### config.mk
export PLATFORM = sky130hd
export DESIGN_NAME = mem_port_arbiter_flat
export DESIGN_NICKNAME = d
export VERILOG_FILES = /design/src/rtl/mem_port_arbiter_pkg.sv /design/src/rtl/mem_port_arbiter_if.sv /design/src/rtl/mem_port_arbiter_latency_counter.sv /design/src/rtl/mem_port_arbiter.sv /design/src/flat_wrapper.sv
export SDC_FILE = /design/constraint.sdc
export NUM_CORES = 1
export LEC_CHECK = 0
export ABC_AREA = 1
export CORE_MARGIN = 2
export CORE_UTILIZATION = 34
export DETAILED_ROUTE_END_ITERATION = 8
export HOLD_SLACK_MARGIN = 0.12
export PLACE_DENSITY = 0.78
export SLEW_MARGIN = 10
export SYNTH_ARGS = -nofsm -noshare
export SYNTH_HDL_FRONTEND = slang
export SYNTH_SLANG_ARGS = --single-unit
export TNS_END_PERCENT = 100
### constraint.sdc
create_clock -name clk -period 1.8 [get_ports clk]
set_clock_uncertainty 0.05 [all_clocks]
set_input_delay 0.45 -clock clk [delete_from_list [all_inputs] [get_ports clk]]
set_output_delay 0.45 -clock clk [all_outputs]
set_load 0.02 [all_outputs]
### src/rtl/mem_port_arbiter_pkg.sv
// Shared types and constants for the IF/data unified-memory arbiter.
package mem_arb_pkg;

   localparam int unsigned ADDR_W    = 32;
   localparam int unsigned DATA_W    = 32;
   localparam int unsigned LCNT_W    = 4;
   localparam int unsigned LAT_MIN   = 1;
   localparam int unsigned LAT_MAX   = 15;
   localparam int unsigned CNT_W_DEF = 16;

   typedef enum logic [1:0] {
      IDLE    = 2'd0,
      BUSY_IF = 2'd1,
      BUSY_D  = 2'd2
   } arb_state_t;

   typedef enum logic {
      SEL_IF = 1'b0,
      SEL_D  = 1'b1
   } port_sel_t;

   // Command latched into the memory-side registers on a grant
   typedef struct packed {
      logic              we;
      logic [ADDR_W-1:0] addr;
      logic [DATA_W-1:0] wdata;
   } mem_cmd_t;

   // Keep the latency inside what the 4-bit access counter can reach
   function automatic int unsigned clamp_latency(input int unsigned lat);
      if (lat < LAT_MIN) return LAT_MIN;
      if (lat > LAT_MAX) return LAT_MAX;
      return lat;
   endfunction

endpackage

### src/rtl/mem_port_arbiter_if.sv
// Fetch port, data port and memory port of the unified-memory arbiter.
interface mem_port_arbiter_if;
   import mem_arb_pkg::*;

   logic              if_req;
   logic [ADDR_W-1:0] if_addr;
   logic [DATA_W-1:0] if_rdata;
   logic              if_ready;
   logic              if_stall;

   logic              d_req;
   logic              d_we;
   logic [ADDR_W-1:0] d_addr;
   logic [DATA_W-1:0] d_wdata;
   logic [DATA_W-1:0] d_rdata;
   logic              d_ready;
   logic              d_stall;

   logic              mem_en;
   logic              mem_we;
   logic [ADDR_W-1:0] mem_addr;
   logic [DATA_W-1:0] mem_wdata;
   logic [DATA_W-1:0] mem_rdata;

   modport slave (
      input  if_req, if_addr, d_req, d_we, d_addr, d_wdata, mem_rdata,
      output if_rdata, if_ready, if_stall, d_rdata, d_ready, d_stall,
             mem_en, mem_we, mem_addr, mem_wdata
   );

   modport master (
      output if_req, if_addr, d_req, d_we, d_addr, d_wdata, mem_rdata,
      input  if_rdata, if_ready, if_stall, d_rdata, d_ready, d_stall,
             mem_en, mem_we, mem_addr, mem_wdata
   );

endinterface

### src/rtl/mem_port_arbiter_latency_counter.sv
// Access latency counter: loads 1 on start, counts while busy, flags the last cycle.
module mem_latency_counter
   import mem_arb_pkg::*;
#(
   parameter int unsigned MEM_LATENCY = 2
) (
   input  logic clk,
   input  logic rst_n,
   input  logic start,
   input  logic inc,
   output logic done_c
);

   logic [LCNT_W-1:0] cnt;

   // Counter returns to 0 whenever no access is in flight
   always_ff @(posedge clk) begin
      if (!rst_n)     cnt <= '0;
      else if (start) cnt <= LCNT_W'(1);
      else if (inc)   cnt <= cnt + LCNT_W'(1);
      else            cnt <= '0;
   end

   assign done_c = (cnt == LCNT_W'(MEM_LATENCY));

endmodule

### src/rtl/mem_port_arbiter.sv
// Arbitrates the fetch and data ports onto one fixed-latency single-port memory.
module mem_port_arbiter
   import mem_arb_pkg::*;
#(
   parameter int unsigned MEM_LATENCY = 2,
   parameter int unsigned CNT_W       = CNT_W_DEF
) (
   input  logic              clk,
   input  logic              startin,
   mem_port_arbiter_if.slave bus,
   output logic [CNT_W-1:0]  contention_cnt
);

   localparam int unsigned LAT = clamp_latency(MEM_LATENCY);

   arb_state_t state, state_n;
   mem_cmd_t   cmd, cmd_n, if_cmd, d_cmd;
   logic       en, en_n;
   logic       start, inc, go, done_c;
   port_sel_t  sel;
   logic       cmp_if, cmp_d;

   mem_latency_counter #(.MEM_LATENCY(LAT)) u_lat (
      .clk    (clk),
      .rst_n  (startin),
      .start  (start),
      .inc    (inc),
      .done_c (done_c)
   );

   assign if_cmd = '{we: 1'b0, addr: bus.if_addr, wdata: DATA_W'(0)};
   assign d_cmd  = '{we: bus.d_we, addr: bus.d_addr, wdata: bus.d_wdata};

   // Next state; the port just completed is only re-served after the other port
   always_comb begin
      state_n = state;
      cmd_n   = cmd;
      en_n    = en;
      start   = 1'b0;
      inc     = 1'b0;
      go      = 1'b0;
      sel     = SEL_IF;
      case (state)
         IDLE: begin
            if (bus.d_req) begin
               go  = 1'b1;
               sel = SEL_D;
            end else if (bus.if_req) begin
               go  = 1'b1;
               sel = SEL_IF;
            end
         end
         BUSY_IF: begin
            if (!done_c) begin
               inc = 1'b1;
            end else if (bus.d_req) begin
               go  = 1'b1;
               sel = SEL_D;
            end else begin
               state_n  = IDLE;
               en_n     = 1'b0;
               cmd_n.we = 1'b0;
            end
         end
         BUSY_D: begin
            if (!done_c) begin
               inc = 1'b1;
            end else if (bus.if_req) begin
               go  = 1'b1;
               sel = SEL_IF;
            end else begin
               state_n  = IDLE;
               en_n     = 1'b0;
               cmd_n.we = 1'b0;
            end
         end
         default: begin
            state_n = IDLE;
            en_n    = 1'b0;
            cmd_n   = '0;
         end
      endcase
      if (go) begin
         state_n = (sel == SEL_D) ? BUSY_D : BUSY_IF;
         cmd_n   = (sel == SEL_D) ? d_cmd : if_cmd;
         en_n    = 1'b1;
         start   = 1'b1;
      end
   end

   always_ff @(posedge clk) begin
      if (!startin) begin
         state          <= IDLE;
         cmd            <= '0;
         en             <= 1'b0;
         contention_cnt <= '0;
      end else begin
         state <= state_n;
         cmd   <= cmd_n;
         en    <= en_n;
         if (bus.if_stall && bus.d_stall && (contention_cnt != {CNT_W{1'b1}}))
            contention_cnt <= contention_cnt + CNT_W'(1);
      end
   end

   assign bus.mem_en    = en;
   assign bus.mem_we    = cmd.we;
   assign bus.mem_addr  = cmd.addr;
   assign bus.mem_wdata = cmd.wdata;

   // Ready is gated by the live request so a withdrawn access is silently dropped
   assign cmp_if       = (state == BUSY_IF) && done_c;
   assign cmp_d        = (state == BUSY_D) && done_c;
   assign bus.if_ready = cmp_if && bus.if_req;
   assign bus.d_ready  = cmp_d && bus.d_req;
   assign bus.if_rdata = cmp_if ? bus.mem_rdata : DATA_W'(0);
   assign bus.d_rdata  = (cmp_d && !cmd.we) ? bus.mem_rdata : DATA_W'(0);
   assign bus.if_stall = bus.if_req && !bus.if_ready;
   assign bus.d_stall  = bus.d_req && !bus.d_ready;

endmodule

### src/flat_wrapper.sv
// flat-port wrapper written by rule: the top's interface ports become plain ports
module mem_port_arbiter_flat import mem_arb_pkg::*;
#(
   parameter int unsigned MEM_LATENCY = 2,
   parameter int unsigned CNT_W       = CNT_W_DEF
)
  (clk, startin, contention_cnt, bus_if_req, bus_if_addr, bus_d_req, bus_d_we, bus_d_addr, bus_d_wdata, bus_mem_rdata, bus_if_rdata, bus_if_ready, bus_if_stall, bus_d_rdata, bus_d_ready, bus_d_stall, bus_mem_en, bus_mem_we, bus_mem_addr, bus_mem_wdata);
  mem_port_arbiter_if bus_i ();
  input  logic clk;
  input  logic startin;
  output logic [CNT_W-1:0] contention_cnt;
  input wire logic [$bits(bus_i.if_req)-1:0] bus_if_req;
  input wire logic [$bits(bus_i.if_addr)-1:0] bus_if_addr;
  input wire logic [$bits(bus_i.d_req)-1:0] bus_d_req;
  input wire logic [$bits(bus_i.d_we)-1:0] bus_d_we;
  input wire logic [$bits(bus_i.d_addr)-1:0] bus_d_addr;
  input wire logic [$bits(bus_i.d_wdata)-1:0] bus_d_wdata;
  input wire logic [$bits(bus_i.mem_rdata)-1:0] bus_mem_rdata;
  output wire logic [$bits(bus_i.if_rdata)-1:0] bus_if_rdata;
  output wire logic [$bits(bus_i.if_ready)-1:0] bus_if_ready;
  output wire logic [$bits(bus_i.if_stall)-1:0] bus_if_stall;
  output wire logic [$bits(bus_i.d_rdata)-1:0] bus_d_rdata;
  output wire logic [$bits(bus_i.d_ready)-1:0] bus_d_ready;
  output wire logic [$bits(bus_i.d_stall)-1:0] bus_d_stall;
  output wire logic [$bits(bus_i.mem_en)-1:0] bus_mem_en;
  output wire logic [$bits(bus_i.mem_we)-1:0] bus_mem_we;
  output wire logic [$bits(bus_i.mem_addr)-1:0] bus_mem_addr;
  output wire logic [$bits(bus_i.mem_wdata)-1:0] bus_mem_wdata;
  assign bus_i.if_req = bus_if_req;
  assign bus_i.if_addr = bus_if_addr;
  assign bus_i.d_req = bus_d_req;
  assign bus_i.d_we = bus_d_we;
  assign bus_i.d_addr = bus_d_addr;
  assign bus_i.d_wdata = bus_d_wdata;
  assign bus_i.mem_rdata = bus_mem_rdata;
  assign bus_if_rdata = bus_i.if_rdata;
  assign bus_if_ready = bus_i.if_ready;
  assign bus_if_stall = bus_i.if_stall;
  assign bus_d_rdata = bus_i.d_rdata;
  assign bus_d_ready = bus_i.d_ready;
  assign bus_d_stall = bus_i.d_stall;
  assign bus_mem_en = bus_i.mem_en;
  assign bus_mem_we = bus_i.mem_we;
  assign bus_mem_addr = bus_i.mem_addr;
  assign bus_mem_wdata = bus_i.mem_wdata;
  mem_port_arbiter #(.MEM_LATENCY(MEM_LATENCY), .CNT_W(CNT_W)) u_core (.clk(clk), .startin(startin), .bus(bus_i), .contention_cnt(contention_cnt));
endmodule
# ---- Word level (Yosys, flattened, before mapping)
# Cells that the tools add are included.
dict set report totals {
  register_bits 88
  latch_bits 0
  mem_bits_rw 0
  romBits 0
  in_bits 133
  output_inout_bits 150
  elab_cells 69
  memories 0
}
dict set report op_classes {
  add_sub_neg 2
  multipliers 0
  div 0
  magnitude_cmp 0
  eq_ne 10
  n_shift 0
  muxes 30
  bitwise_logic 2
  reduce_logical 17
}
# op count
set op_table {}
lappend op_table {{two-way mux 65 bit} 2}
lappend op_table {{two-way mux 32 bit} 2}
lappend op_table {{two-way mux 64 bit} 1}
lappend op_table {{adder 16 x 1 -> 16 bit (second input constant)} 1}
lappend op_table {{!= test 16 bit (second input constant)} 1}
lappend op_table {{two-way mux 1 bit} 15}
lappend op_table {{two-way mux 2 bit} 6}
lappend op_table {{logical AND 1 bit} 9}
lappend op_table {{!= test 3 x 1 -> 1 bit (second input constant)} 2}
lappend op_table {{!= test 3 x 2 -> 1 bit (second input constant)} 2}
lappend op_table {{case mux 1 bit (3 select lines)} 2}
lappend op_table {{case mux 2 bit (3 select lines)} 1}
lappend op_table {{OR reduction 3 bit} 2}
lappend op_table {{AND reduction 5 bit} 1}
lappend op_table {{adder 4 x 1 -> 4 bit (second input constant)} 1}
lappend op_table {{== test 4 x 2 -> 1 bit (second input constant)} 1}
lappend op_table {{!= test 2 x 1 -> 1 bit (second input constant)} 2}
lappend op_table {{zero test 1 bit} 3}
lappend op_table {{== test 2 x 1 -> 1 bit (second input constant)} 1}
lappend op_table {{== test 2 bit (second input constant)} 1}
lappend op_table {{zero test 2 bit} 1}
lappend op_table {{inverter 1 bit} 2}
lappend op_table {{case mux 1 bit (2 select lines)} 1}
lappend op_table {{OR reduction 2 bit} 1}

# ---- Logic depth before layout (Yosys ltp)
dict set report logic_depth {
  ltp_word 7
  mapped_depth 11
  depth_no_buf 10
}

# ---- Hierarchy
# Synthesis repeated with hierarchy kept, for this count alone.
dict set report hier_totals {
  hier_cells 700
  area_unflattened_um2 4468.0
}
# module instances cells_per_inst area_per_inst_um2 seq_area_each_um2
set modules_own_cells {}
lappend modules_own_cells {mem_port_arbiter 1 678 4286.6 1681.6}
lappend modules_own_cells {mem_latency_counter 1 22 181.4 80.1}

# ---- Least setup slack after synthesis
# No wires, ideal clock.
dict set report synth_path {
  path_type {register to output}
  startpoint {reg u_core.u_lat.cnt[0]}
  endpoint {out bus_d_rdata[10]}
  arrival_ps 1621
  t_required_ps 1300
  slack_ps -321
  path_stages_with_launch 8
  n_path_buf 2
  cell_sequence {dfxtp_1 > inv_1 > ha_1 > nand3_1 > or2_2 > clkbuf_1 > clkbuf_1 > nor2_1}
}
dict set report synth_via {
  elab_chain_len 4
}
# element line
set synth_rtl {}
lappend synth_rtl {{start, declared} mem_port_arbiter_latency_counter.sv:14} ;# logic [LCNT_W-1:0] cnt;
lappend synth_rtl {{start signal, assigned} mem_port_arbiter_latency_counter.sv:20} ;# else if (inc) cnt <= cnt + LCNT_W'(1);
lappend synth_rtl {{== test 4 x 2 -> 1 bit} mem_port_arbiter_latency_counter.sv:24} ;# assign done_c = (cnt == LCNT_W'(MEM_LATENCY));
lappend synth_rtl {{logical AND 1 bit} mem_port_arbiter.sv:113} ;# assign cmp_d = (state == BUSY_D) && done_c;
lappend synth_rtl {{logical AND 1 bit} mem_port_arbiter.sv:117} ;# assign bus.d_rdata = (cmp_d && !cmd.we) ? bus.mem_rdata : DATA_W'(0);
lappend synth_rtl {{two-way mux 32 bit} mem_port_arbiter.sv:117}
lappend synth_rtl {{end, declared} flat_wrapper.sv:22} ;# output wire logic [$bits(bus_i.d_rdata)-1:0] bus_d_rdata;
# No other way between the ends.

# ---- Final worst setup path
dict set report layout_path {
  startpoint {reg u_core.state[0]}
  endpoint {out bus_d_rdata[21]}
}
dict set report layout_via {
  elab_chain_len 4
}
# element line
set layout_rtl {}
lappend layout_rtl {{start, declared} mem_port_arbiter.sv:16} ;# arb_state_t state, state_n;
lappend layout_rtl {{start signal, assigned} mem_port_arbiter.sv:98} ;# state <= state_n;
lappend layout_rtl {{== test 2 bit} mem_port_arbiter.sv:113}
lappend layout_rtl {{logical AND 1 bit} mem_port_arbiter.sv:113}
lappend layout_rtl {{logical AND 1 bit} mem_port_arbiter.sv:117}
lappend layout_rtl {{two-way mux 32 bit} mem_port_arbiter.sv:117}
# No other way between the ends.

==> flow_summary.rst <==
.. list-table::
   :header-rows: 1

   * - Metric
     - Value
   * - Result of the run
     - finished with violations
   * - Violations in the final reports
     - negative setup slack
   * - Cells after Synth
     - around 720
   * - Site row count
     - 42
   * - Cts bufs inserted
     - 9
   * - Number of standard cells in the layout, taps in and fillers out
     - about 1300
   * - Core Area
     - about 13000 µm²
   * - Actual slew at the worst max-slew pin
     - about 0.3 ns
   * - Global-route wire length before repair
     - roughly 30000 µm
   * - Total half-perimeter wirelength after legalization and detailed placement
     - approximately 12000 µm
   * - List of most frequent post-synthesis cells
     - nand2_1, nand3_1, nor2_1
   * - Number of top-level pins
     - roughly 280
   * - Clk buf depth
     - 2
   * - Post-synthesis compound-gate area fraction
     - 9.65%
   * - Type of the tightest min-delay check
     - reg2reg
   * - Max IR drop VDD
     - roughly 0.00057 V
   * - Sum of routed wire length over all layers
     - approximately 22000 µm
   * - CP peak stage delay
     - 0.34 ns
   * - Antenna fix cells
     - 0
   * - Top FF cell, synth
     - dfxtp_1
   * - Vias in the first global route
     - between 5000 and 6000
   * - Via-per-instance ratio
     - just over 5
   * - Routability congestion estimate
     - about 0.89
   * - Signed area change from the synthesized netlist to the final layout
     - 131%
   * - FMAX
     - about 450 MHz
   * - Number of synthesized flops with an enable pin
     - 0
   * - Reg clk slew, reported paths
     - around 0.07 ns
   * - Layout filler cell count
     - around 860
   * - Max-slew violation count
     - 0
   * - Beginning of the worst register-to-register path
     - u_core.state[0]$_SDFFE_PN0P_
   * - Antenna-violating nets left
     - 0
   * - Ordered list of cells on the worst path
     - inv_2 -> ha_4 -> nand3_2 -> or2_4 -> clkbuf_16 -> nor2_4 -> buf_6
   * - DIE AREA
     - between 10000 and 15000 µm²
   * - Wire length per cell after detailed routing
     - approximately 17 µm
   * - Total routing usage reported by global routing
     - between 20% and 30%
   * - Clock Tree Root
     - clkbuf_16
   * - Area share of the largest cell type after synthesis
     - 38.1%
   * - Cell count after placement
     - 1188
   * - Synthesis Warnings
     - 0
   * - CP Depth
     - 7
   * - Final worst path period need
     - between 2 and 2.5 ns
   * - Critical Path Fanout Max
     - 7
   * - Area share of and/or/nand/nor cells after synthesis
     - about 40%
   * - Buffering stage count on the worst path with inverters included
     - 3
   * - Share of synthesized flip-flops with an asynchronous set or reset
     - 0%
   * - Critical path data required time
     - approximately 1.3 ns
   * - Fraction of synthesized cell area in xor and xnor cells
     - less than 1%
   * - Minimum setup slack in the final design
     - -0.402 ns
   * - Unrepaired setup endpoints after global routing
     - true
   * - Clock tree from TritonCTS
     - done
   * - Main combinational cell family by area after synthesis
     - simple AND/OR/NAND/NOR gates
   * - Crit path launch
     - u_core.state[0]$_SDFFE_PN0P_
   * - Setup crit end kind
     - output port
   * - First-pass DRT Iterations
     - 4
   * - Pre-CTS worst setup slack
     - -0.489 ns
   * - Top post-synthesis cells by area
     - dfxtp_1, nand3_1, nand2_1, a21oi_1, nor2_1
   * - # clock sinks
     - approximately 90
   * - Crit path arrival time
     - between 1.5 and 2 ns
   * - Timing endpoint of the critical path
     - bus_d_rdata[21]
   * - Arithmetic-cell share of the synthesized area counting full adders, half adders and majority gates
     - under 10%
   * - Setup-failing EPs final
     - between 100 and 150
   * - Cell with the most instances after synthesis
     - nand2_1
   * - Share of synthesized area spent on multiplexers
     - 0%
   * - Detailed router's first-iteration violation count
     - roughly 260
   * - Max-cap check violation count
     - 0
   * - Initial antenna violation count
     - 0
   * - Kind of cell adding the most delay to the critical path
     - simple AND/OR/NAND/NOR gates
   * - Post-route clock period utilization
     - 122%
   * - Clock insertion delay at the later pin of the skew report
     - roughly 0.34 ns
   * - Number of remaining DRC errors
     - 0
   * - R2r setup slk
     - -0.16 ns
   * - Number of nets in the synthesized netlist
     - 864
   * - Crit-path slowest cell
     - dfxtp_2
   * - Number of I/O port buffers
     - approximately 280
   * - Number of synthesized register bits
     - slightly below 90
   * - Distinct cells, synth
     - 25
   * - Critical path launch point type
     - register
   * - Leakage power
     - between 5 and 6 nW
   * - Die outline height
     - roughly 120 µm
   * - Cells on worst reg2reg path
     - 13
   * - Share of layout cells above drive strength 1
     - between 30% and 40%
   * - Width of the die
     - between 100 and 150 µm
   * - Largest net degree at the start of global routing
     - 52
   * - Post-layout net count
     - around 1200
   * - Total power divided by cell area
     - between 800 and 900 nW/µm²
   * - CTS HTree Levels
     - 3
   * - Relative slew margins
     - 80.4%
   * - Number of hold-slack violations in the final timing report
     - 0
   * - Worst setup path class
     - reg2out
   * - Total number of vias
     - between 6000 and 7000
   * - Fraction of the yosys area taken by sequential cells
     - roughly two fifths
   * - Post-synth design cell area
     - about 4600 µm²
   * - Remaining global-route overflow
     - 0
   * - Worst reg2reg endpoint
     - u_core.bus.mem_wdata[9]$_SDFFE_PN0P_
   * - Mean cell area of the mapped netlist
     - 6.39 µm²
   * - Post-synth top area cell
     - dfxtp_1
   * - Initial cell density of the core
     - a little over a third
   * - Number of hold-repair buffers added at the cts stage
     - 0
[cell usage in the layout (no fill, tap or decap), drive strengths merged]
master and n:
a21oi 81, and2 1, buf 179, bufinv 3, clkbuf 16, clkdlybuf4s50 132
clkinvlp 1, dfxtp 88, dlygate4sd2 42, dlymetal6s2s 40, ha 7, inv 55
nand2 165, nand3 152, nand3b 2, nand4 7, nor2 102, o21ai 6
o21bai 1, or2 2, xnor2 3, xor2 2
[worst reg2reg max path, cell delays in order, from the launching register on]
cell and delay (ns):
dfxtp_2 0.35, inv_2 0.06, buf_4 0.13, buf_4 0.13
buf_6 0.11, ha_4 0.18, o21ai_4 0.11, nand2_4 0.11
nand2_8 0.10, buf_8 0.12, buf_12 0.11, clkbuf_16 0.14
nand3_1 0.08, a21oi_2 0.13
[power breakdown]
group	switching, mW	leakage, nW	total, mW	internal, mW
Sequential	0.136	0.721	2.32	2.19
Clock	0.812	0.164	2.18	1.37
Combinational	2.21	4.20	4.57	2.35
Total	3.16	5.09	9.07	5.91
[final cells by class]
class	instances	area, µm²	share of cell area (%)
Inverter	53	204	1.91
Clock inverter	6	115	1.08
Timing Repair Buffer	399	4560	42.7
Multi-Input combinational cell	531	3580	33.5
Sequential cell	88	1770	16.6
Clock buffer	10	229	2.14
Tap cell	176	220	2.06
[stage by stage]
stage               power [mW]  hold WS (ns)  utilization (%)  setup TNS [ns]  area [µm²]
floorplan                 3.72         0.445                -          -0.808        4960
global placement          4.95         0.417             62.2          -55.05        8270
detailed placement        4.97         0.423             62.2          -57.73        8270
CTS                       8.66         0.429             72.5          -23.77        9640
global route              9.44         0.436             80.3          -35.59       10700
finish                    9.07         0.419             80.3          -28.44       10700
[flip-flops by register name, indices dropped and copies added (netlist names)]
register	count
u_core.bus.mem_addr	32
u_core.bus.mem_wdata	32
u_core.contention_cnt	16
u_core.u_lat.cnt	4
u_core.state	2
u_core.bus.mem_en	1
u_core.bus.mem_we	1
[worst min path at each step]
| stage | from | endpoint | slack, ns | depth (start not counted) |
|---|---|---|---|---|
| final | u_core.bus.mem_addr[0]$_SDFFE_PN0P_ | u_core.bus.mem_addr[0]$_SDFFE_PN0P_ | 0.42 | 2 |
| after CTS | u_core.bus.mem_wdata[30]$_SDFFE_PN0P_ | u_core.bus.mem_wdata[30]$_SDFFE_PN0P_ | 0.43 | 2 |
| after detailed placement | u_core.bus.mem_addr[2]$_SDFFE_PN0P_ | u_core.bus.mem_addr[2]$_SDFFE_PN0P_ | 0.42 | 2 |
| after global placement | u_core.bus.mem_addr[15]$_SDFFE_PN0P_ | u_core.bus.mem_addr[15]$_SDFFE_PN0P_ | 0.42 | 2 |
| after floorplan | u_core.state[0]$_SDFFE_PN0P_ | u_core.state[0]$_SDFFE_PN0P_ | 0.45 | 2 |
| after global routing | u_core.bus.mem_addr[0]$_SDFFE_PN0P_ | u_core.bus.mem_addr[0]$_SDFFE_PN0P_ | 0.44 | 2 |
[routing by layer]
layer | track usage [%] | part of all wire (%) | vias up
met3 | 7.69 | 7.8 | 38
met4 | 8.21 | 2.1 | 0
met1 | 28.9 | 37 | 2949
met5 | 0 | 0 | -
met2 | 48.1 | 53 | 279
li1 | - | - | 3087
[what timing repair did]
item                       4_1_cts  5_1_grt
setup buffers                   29       16
gates resized for setup        527      248
setup endpoints to repair      178      190
cloned                          18        8
pin swaps                       37       37
[kinds of logic (layout without fill, tap and decap cells)]
| logic type | count (synthesis) | count (layout) |
|---|---|---|
| AND/OR/NAND/NOR | 431 | 431 |
| buffers and inverters | 105 | 468 |
| AO/OA/AOI/OAI | 88 | 88 |
| flip-flops | 88 | 88 |
| adder cells (fa/ha/maj) | 7 | 7 |
| XOR/XNOR | 5 | 5 |
Note: power is estimated with default switching activity, not from simulation.
